===== src/rtl/fetch_unit_pkg.sv =====
// Shared processor definitions: fetch FSM states, PC increment and the issue payload.
package fetch_unit_pkg;

  localparam int unsigned XLEN    = 64;
  localparam int unsigned INSTR_W = 32;

  localparam logic [XLEN-1:0] PC_INCR = XLEN'(4);

  typedef enum logic [1:0] {
    BOOT  = 2'd0,
    FETCH = 2'd1,
    ISSUE = 2'd2
  } fetch_state_e;

  typedef struct packed {
    logic [XLEN-1:0]    pc;
    logic [INSTR_W-1:0] instr;
  } issue_pkt_t;

endpackage


===== src/rtl/fetch_unit_if.sv =====
// Instruction-memory request/ack channel plus the decode-side valid/ready channel.
interface fetch_unit_if;
  import fetch_unit_pkg::*;

  logic               imem_req;
  logic [XLEN-1:0]    imem_addr;
  logic               imem_ack;
  logic [INSTR_W-1:0] imem_rdata;
  logic               instr_valid;
  logic [INSTR_W-1:0] instr;
  logic               instr_ready;
  logic [XLEN-1:0]    pc;

  modport master (
    output imem_req, imem_addr, instr_valid, instr, pc,
    input  imem_ack, imem_rdata, instr_ready
  );

  modport slave (
    input  imem_req, imem_addr, instr_valid, instr, pc,
    output imem_ack, imem_rdata, instr_ready
  );

endinterface


===== src/rtl/fetch_unit_next_pc_calc.sv =====
// Combinational next-PC select: branch target (imm << 2) when taken, else PC + 4, modulo 2^64.
module next_pc_calc
  import fetch_unit_pkg::*;
(
  input  logic [XLEN-1:0] pc,
  input  logic [XLEN-1:0] bus_imm,
  input  logic            branch,
  input  logic            uncondbranch,
  input  logic            alu_zero,
  output logic [XLEN-1:0] next_pc_c
);

  logic            taken_c;
  logic [XLEN-1:0] offset_c;

  always_comb begin
    taken_c   = uncondbranch | (branch & alu_zero);
    offset_c  = bus_imm << 2;
    next_pc_c = pc + (taken_c ? offset_c : PC_INCR);
  end

endmodule


===== src/rtl/fetch_unit.sv =====
// Three-state fetch unit: boot-load PC, fetch one word from imem, hold it for decode until accepted.
module fetch_unit
  import fetch_unit_pkg::*;
#(
  parameter int unsigned CNT_W = 32
) (
  input  logic               CLK,
  input  logic               resetl,
  input  logic [XLEN-1:0]    startPC,
  input  logic [XLEN-1:0]    BusImm,
  input  logic               Branch,
  input  logic               Uncondbranch,
  input  logic               ALUZero,
  fetch_unit_if.master       bus,
  output logic [CNT_W-1:0]   retired
);

  fetch_state_e      state_q, state_d;
  issue_pkt_t        issue_q, issue_d;
  logic              imem_req_q, imem_req_d;
  logic              instr_valid_q, instr_valid_d;
  logic [CNT_W-1:0]  retired_q, retired_d;
  logic [XLEN-1:0]   next_pc_c;
  logic              accept_c;

  next_pc_calc u_next_pc (
    .pc           (issue_q.pc),
    .bus_imm      (BusImm),
    .branch       (Branch),
    .uncondbranch (Uncondbranch),
    .alu_zero     (ALUZero),
    .next_pc_c    (next_pc_c)
  );

  always_ff @(posedge CLK or negedge resetl) begin
    if (!resetl) begin
      state_q       <= BOOT;
      issue_q       <= '0;
      imem_req_q    <= 1'b0;
      instr_valid_q <= 1'b0;
      retired_q     <= '0;
    end else begin
      state_q       <= state_d;
      issue_q       <= issue_d;
      imem_req_q    <= imem_req_d;
      instr_valid_q <= instr_valid_d;
      retired_q     <= retired_d;
    end
  end

  // Handshake flags are derived from the next state so they line up with state_q.
  always_comb begin
    state_d   = state_q;
    issue_d   = issue_q;
    retired_d = retired_q;
    accept_c  = 1'b0;

    unique case (state_q)
      BOOT: begin
        issue_d.pc = startPC;
        state_d    = FETCH;
      end
      FETCH: begin
        if (bus.imem_ack) begin
          issue_d.instr = bus.imem_rdata;
          state_d       = ISSUE;
        end
      end
      ISSUE: begin
        accept_c = bus.instr_ready;
        if (accept_c) begin
          issue_d.pc = next_pc_c;
          retired_d  = retired_q + CNT_W'(1);
          state_d    = FETCH;
        end
      end
      default: state_d = BOOT;
    endcase

    imem_req_d    = (state_d == FETCH);
    instr_valid_d = (state_d == ISSUE);
  end

  assign bus.imem_req    = imem_req_q;
  assign bus.imem_addr   = issue_q.pc;
  assign bus.instr_valid = instr_valid_q;
  assign bus.instr       = issue_q.instr;
  assign bus.pc          = issue_q.pc;
  assign retired         = retired_q;

endmodule


===== src/flat_wrapper.sv =====
// flat-port wrapper written by rule: the top's interface ports become plain ports
module fetch_unit_flat import fetch_unit_pkg::*;
#(
  parameter int unsigned CNT_W = 32
)
  (CLK, resetl, startPC, BusImm, Branch, Uncondbranch, ALUZero, retired, bus_imem_req, bus_imem_addr, bus_instr_valid, bus_instr, bus_pc, bus_imem_ack, bus_imem_rdata, bus_instr_ready);
  fetch_unit_if bus_i ();
  input  logic CLK;
  input  logic resetl;
  input  logic [XLEN-1:0] startPC;
  input  logic [XLEN-1:0] BusImm;
  input  logic Branch;
  input  logic Uncondbranch;
  input  logic ALUZero;
  output logic [CNT_W-1:0] retired;
  output wire logic [$bits(bus_i.imem_req)-1:0] bus_imem_req;
  output wire logic [$bits(bus_i.imem_addr)-1:0] bus_imem_addr;
  output wire logic [$bits(bus_i.instr_valid)-1:0] bus_instr_valid;
  output wire logic [$bits(bus_i.instr)-1:0] bus_instr;
  output wire logic [$bits(bus_i.pc)-1:0] bus_pc;
  input wire logic [$bits(bus_i.imem_ack)-1:0] bus_imem_ack;
  input wire logic [$bits(bus_i.imem_rdata)-1:0] bus_imem_rdata;
  input wire logic [$bits(bus_i.instr_ready)-1:0] bus_instr_ready;
  assign bus_imem_req = bus_i.imem_req;
  assign bus_imem_addr = bus_i.imem_addr;
  assign bus_instr_valid = bus_i.instr_valid;
  assign bus_instr = bus_i.instr;
  assign bus_pc = bus_i.pc;
  assign bus_i.imem_ack = bus_imem_ack;
  assign bus_i.imem_rdata = bus_imem_rdata;
  assign bus_i.instr_ready = bus_instr_ready;
  fetch_unit #(.CNT_W(CNT_W)) u_core (.CLK(CLK), .resetl(resetl), .startPC(startPC), .BusImm(BusImm), .Branch(Branch), .Uncondbranch(Uncondbranch), .ALUZero(ALUZero), .bus(bus_i), .retired(retired));
endmodule

===== config.mk =====
export PLATFORM = sky130hd
export DESIGN_NAME = fetch_unit_flat
export DESIGN_NICKNAME = d
export VERILOG_FILES = /design/src/rtl/fetch_unit_pkg.sv /design/src/rtl/fetch_unit_if.sv /design/src/rtl/fetch_unit_next_pc_calc.sv /design/src/rtl/fetch_unit.sv /design/src/flat_wrapper.sv
export SDC_FILE = /design/constraint.sdc
export NUM_CORES = 1
export LEC_CHECK = 0
export CAP_MARGIN = 0
export CORE_UTILIZATION = 25
export CTS_CLUSTER_SIZE = 24
export DETAILED_ROUTE_END_ITERATION = 10
export GPL_ROUTABILITY_DRIVEN = 0
export PLACE_DENSITY = 0.61
export SLEW_MARGIN = 40
export SYNTH_ARGS = -nofsm -noshare
export SYNTH_HDL_FRONTEND = slang
export SYNTH_SLANG_ARGS = --single-unit

===== constraint.sdc =====
create_clock -name CLK -period 3.7 [get_ports CLK]
set_input_delay 1.11 -clock CLK [delete_from_list [all_inputs] [get_ports CLK]]
set_output_delay 1.11 -clock CLK [all_outputs]
set_load 0.01 [all_outputs]

After elaboration in Yosys (flattened, before gate mapping)
Index checks and enable logic that the tools add are counted.
{"block": "totals", "register_bits": 132, "inputBits": 167, "output_inout_bits": 194, "word_cells": 26}
{"block": "classes", "add_sub_neg": 2, "n_eq_ne": 5, "muxes": 6, "bitwise": 2, "reduce_logical": 5}
{"cell": "two-way mux 64 bit", "n": 2}
{"cell": "case mux 64 bit (2 select lines)", "n": 1}
{"cell": "adder 64 bit", "n": 1}
{"cell": "adder 32 x 1 -> 32 bit (second input constant)", "n": 1}
{"cell": "case mux 2 bit (3 select lines)", "n": 1}
{"cell": "AND reduction 2 bit", "n": 3}
{"cell": "equality test 2 x 1 -> 1 bit (second input constant)", "n": 2}
{"cell": "equality test 2 bit (second input constant)", "n": 2}
{"cell": "two-way mux 2 bit", "n": 2}
{"cell": "logical NOT 2 bit", "n": 1}
{"cell": "!= test 2 bit (second input constant)", "n": 1}
{"cell": "nonzero test 2 bit", "n": 1}
{"cell": "AND 1 bit", "n": 1}
{"cell": "OR 1 bit", "n": 1}

Depth between registers and ports, before layout
{"block": "logic_depth", "ltp_word": 6, "mapped_depth": 15, "mapped_depth_nobuf": 14}

Cells and area by module
A second synthesis with hierarchy kept.
{"block": "hier_totals", "hier_cells": 1115, "hier_area_um2": 10316.1}
{"mod": "fetch_unit", "n_inst": 1, "cells_each": 489, "area_each_um2": 6138.4, "seq_area_each_um2": 3303.2}
{"mod": "next_pc_calc", "n_inst": 1, "cells_each": 626, "area_each_um2": 4177.8, "seq_area_each_um2": 0.0}

Least setup slack after synthesis
No wires, ideal clock.
{"block": "synth_timing", "kind": "input to register", "from": "input Branch", "to": "register u_core.issue_q (netlist bit u_core.bus.imem_addr[62])", "setup_ns": 0.137, "arrival_time_ns": 4.497, "required_time_ns": 3.563, "slack_ns": -0.934, "stages": 15, "n_path_buf": 1, "path_cell_list": "a21oi_1 > clkbuf_1 > or2_2 > ha_1 > fa_1 > a21o_2 > a221o_2 > a211o_2 > a31oi_1 > a21o_1 > a2111oi_4 > o31ai_4 > o221ai_1 > xnor2_1 > a21oi_1"}
{"block": "synth_via", "elab_chain_cells": 6}
{"item": "start: declaration", "line_no": "flat_wrapper.sv:12", "rtl": "input logic Branch;"}
{"item": "AND 1 bit", "line_no": "fetch_unit_next_pc_calc.sv:17", "rtl": "taken_c = uncondbranch | (branch & alu_zero);"}
{"item": "OR 1 bit", "line_no": "fetch_unit_next_pc_calc.sv:17"}
{"item": "two-way mux 64 bit", "line_no": "fetch_unit_next_pc_calc.sv:19", "rtl": "next_pc_c = pc + (taken_c ? offset_c : PC_INCR);"}
{"item": "adder 64 bit", "line_no": "fetch_unit_next_pc_calc.sv:19"}
{"item": "two-way mux 64 bit", "line_no": "fetch_unit.sv:71", "rtl": "if (accept_c) begin"}
{"item": "case mux 64 bit (2 select lines)", "line_no": "fetch_unit.sv:58", "rtl": "unique case (state_q)"}
{"item": "end signal: assignment", "line_no": "fetch_unit.sv:44", "rtl": "issue_q <= issue_d;"}
{"item": "end: declaration", "line_no": "fetch_unit.sv:19", "rtl": "issue_pkt_t issue_q, issue_d;"}
Every way passes these cells. The select of a mux whose other input is x is not followed.
A chain may end at the register's enable or synchronous reset.

Worst setup path in the final report
{"block": "layout_timing", "from": "input ALUZero", "to": "register u_core.issue_q (netlist bit u_core.bus.imem_addr[56])"}
{"block": "layout_via", "elab_chain_cells": 6}
{"item": "start: declaration", "line_no": "flat_wrapper.sv:14", "rtl": "input logic ALUZero;"}
{"item": "AND 1 bit", "line_no": "fetch_unit_next_pc_calc.sv:17"}
{"item": "OR 1 bit", "line_no": "fetch_unit_next_pc_calc.sv:17"}
{"item": "two-way mux 64 bit", "line_no": "fetch_unit_next_pc_calc.sv:19"}
{"item": "adder 64 bit", "line_no": "fetch_unit_next_pc_calc.sv:19"}
{"item": "two-way mux 64 bit", "line_no": "fetch_unit.sv:71"}
{"item": "case mux 64 bit (2 select lines)", "line_no": "fetch_unit.sv:58"}
Every way passes these cells. The select of a mux whose other input is x is not followed.

==> impl_metrics.tcl <==
set metrics [dict create \
    die_x_um 201 \
    syn-num-nets 1333 \
    timing.rr.end "u_core.bus.imem_addr[56]" \
    period_share_pct 107 \
    ctsHtreeMaxLevel 4 \
    crit-reg2reg-launch "u_core.bus.imem_addr[2]" \
    synth-seq-cells 132 \
    final_common_cell "clkdlybuf4s50_1" \
    drive_above_1_share_pct 29.1 \
    nNetsFinal 1859 \
    worst_hold_slack_ps 479 \
    clkLatencyLatePin_ps 450 \
    synth_seq_area_share_pct 33.4 \
    arrival_ps 4280 \
    setup_ws_ps -269 \
    slowest_delay_ps 420 \
    min_period_ps 3970 \
    overflow 0 \
    cap_violations 0 \
    endpoint_kind "flop" \
    synth.area.top_cells "dfrtp_1 33%, ha_1 7.8%, a21oi_1 6.1%, xnor2_1 6.0%, buf_4 5.3%" \
    setup_viol 19 \
    first_pass_iters 5 \
    irDropWorstVdd_uv 358 \
    ys_types 68 \
    cts_root_buf "clkbuf_16" \
    hold_violations 0 \
    holdPathStages 1 \
    final_cell_mix "351 x clkdlybuf4s50_1, 246 x buf_4, 132 x dfrtp_1" \
    dieArea_um2 40400 \
    via_per_inst 4.76 \
    cp_max_fo 8 \
    path_delay_family "compound AO/OA/AOI/OAI gates" \
    syn_area_um2 9900 \
    timing.critical_path.buf_inv 5 \
    yosysTopAreaCell "dfrtp_1" \
    cts_buffer_depth 2 \
    dpl_worst_slack_ps -1210 \
    fin_tns_setup_ps -2160 \
    routed_wl_um 37800 \
    power.density_nw_per_um2 820 \
    antenna_found_initial 1 \
    rrSetupSlack_ps 340 \
    grt_max_degree 73 \
    whs_endpoint "u_core.retired[31]" \
    clock-sinks 132 \
    synth.avg_cell_area_um2 8.98 \
    fp.coreArea_um2 38800 \
    skew_ps 18.4 \
    hold_path_class "reg2reg" \
    finalPower_mw 13.8 \
    nFillCells 3761 \
    port_buffers 358 \
    clk_pin_slew_worst_paths_ps 60 \
    die_h_um 201 \
    row_count 72 \
    drtIter0Drc 607 \
    regArea_um2 3300 \
    grt_pass1_wl_um 57000 \
    synth_edf_count 0 \
    cts_tree "built" \
    syn_inst 1103 \
    relSlewSlack_pct 55.3 \
    drv_slew 0 \
    status "finished, violations left" \
    grt_pass1_vias 10300 \
    synthArstFlopShare_pct 100 \
    critPathLaunch "ALUZero" \
    ioPinCount 361 \
    grtUsageTotal_pct 18.1 \
    drc_errors 0 \
    ys.flop_type "dfrtp_1" \
    ctsHoldBuffers 0 \
    ant_nets 0 \
    clock.fmax_mhz 252 \
    multi_input_area_um2 6460 \
    critical_path.cell_chain "buf_6 -> a21oi_4 -> buf_8 -> buf_6 -> nor2b_1 -> ha_2 -> a21oi_1 -> o21ai_1 -> a211o_4 -> a31oi_4 -> o31a_4 -> o41ai_4 -> buf_4 -> a21oi_4 -> buf_12 -> o41ai_4 -> xnor2_1 -> o21ai_1" \
    rsz0062_at_grt "true" \
    cpMaxStageDelayCell "ha_2" \
    r2r_cells 14 \
    path_class "in2reg" \
    tightest_slew_ps 670 \
    cts_buffers 17 \
    initial_utilization_pct 25.5 \
    vias 10300 \
    worstSetupStartpointType "primary input" \
    p_leak_nw 7.27 \
    dp.final_hpwl_um 29500 \
    violations "setup timing" \
    yosysTopAreaCellShare_pct 33.4 \
    hp-start "u_core.retired[31]" \
    area_growth_pct 70.0 \
    wl_per_cell_um 17.5 \
    required_ps 4010 \
    synth_warnings 0 \
]
[Yosys cell counts (all sizes together) (3+ instances only)]
master  count
and3        9
o31ai       3
a211o       3
o22ai      16
nand2b      3
and2        3
nor2       44
mux2i       3
clkbuf     45
ha         62
inv        14
buf        81
a21oi     121
xnor2      68
and4        6
nand3      21
o21a        5
o21bai     18
a21o       35
nand2      94
nor2b      67
o211ai      3
a22oi      18
nor3       10
o22a       22
a31oi       7
or3         5
nand4      27
dfrtp     132
o31a        3
o21ai      71
or2         4
xor2       23
mux2       32
[worst register-to-register path, delay by kind of cell (launching register included)]
| kind | cells | cell delay (ps) |
|---|---|---|
| adders and majority gates | 2 | 550 |
| AOI/OAI and AO/OA | 9 | 1760 |
| buffers and inverters | 2 | 300 |
| xor gates and xnor gates | 1 | 180 |
| DFF | 1 | 450 |
[registers in the layout (all words and copies together) (netlist names)]
register	flops
u_core.bus.instr	32
u_core.state_q	2
u_core.bus.instr_valid	1
u_core.retired	32
u_core.bus.imem_req	1
u_core.bus.imem_addr	64
[metal layers]
| metal | wire (um) | track usage, % |
|---|---|---|
| met5 | 0 | 0 |
| met1 | 16700 | 23.3 |
| met2 | 19000 | 31.0 |
| met3 | 1530 | 2.94 |
| met4 | 587 | 5.02 |
[report_power, final]
part           internal, mW  switching [mW]
clock network         0.958           0.718
logic                  5.18            4.29
registers              2.00           0.652
total                  8.14            5.66
[timing repair]
action,CTS,global route
cloned,1,0
pin swaps,36,47
endpoints found under the setup margin,50,38
gates resized for setup,78,116
setup buffers,11,24
[area by class of cell]
class                   instances  area share (%)
inverters                      14           0.312
well taps                     518            3.85
diodes                          1          0.0149
clock buffers                  20            2.71
flip-flops and latches        132            19.6
repair buffers                633            34.5
multi-input cells             831            38.4
clock inverters                11           0.624
[worst max path at each step]
stage,depth (start not counted),slack (ps),endpoint
after floorplan,15,-600,u_core.bus.imem_addr[60]
after global placement,15,-1170,u_core.bus.imem_addr[62]
after detailed placement,15,-1210,u_core.bus.imem_addr[62]
after CTS,16,-230,u_core.bus.imem_addr[54]
after global routing,18,-350,u_core.bus.imem_addr[56]
final,18,-270,u_core.bus.imem_addr[56]
[stage by stage]
stage,utilization (%),area [um2],instances
finish,43.4,16800,2160
floorplan,-,10000,1103
global placement,39.3,15300,2095
CTS,41.6,16100,2138
detailed placement,39.3,15300,2095
global route,43.4,16800,2160
[kinds of logic (layout without fill, tap and decap cells)]
logic type / count (synthesis) / in the layout / share of synthesized area, %
compound gates: 344 / 344 / 22.6
buf+inv: 140 / 678 / 8.68
simple gates: 298 / 298 / 15.3
mux: 35 / 35 / 3.94
other cells: 0 / 1 / 0
xor+xnor: 91 / 91 / 8.05
fa+ha+maj: 63 / 63 / 8.04
flops: 132 / 132 / 33.4
Power figures use the tool's default switching activity.
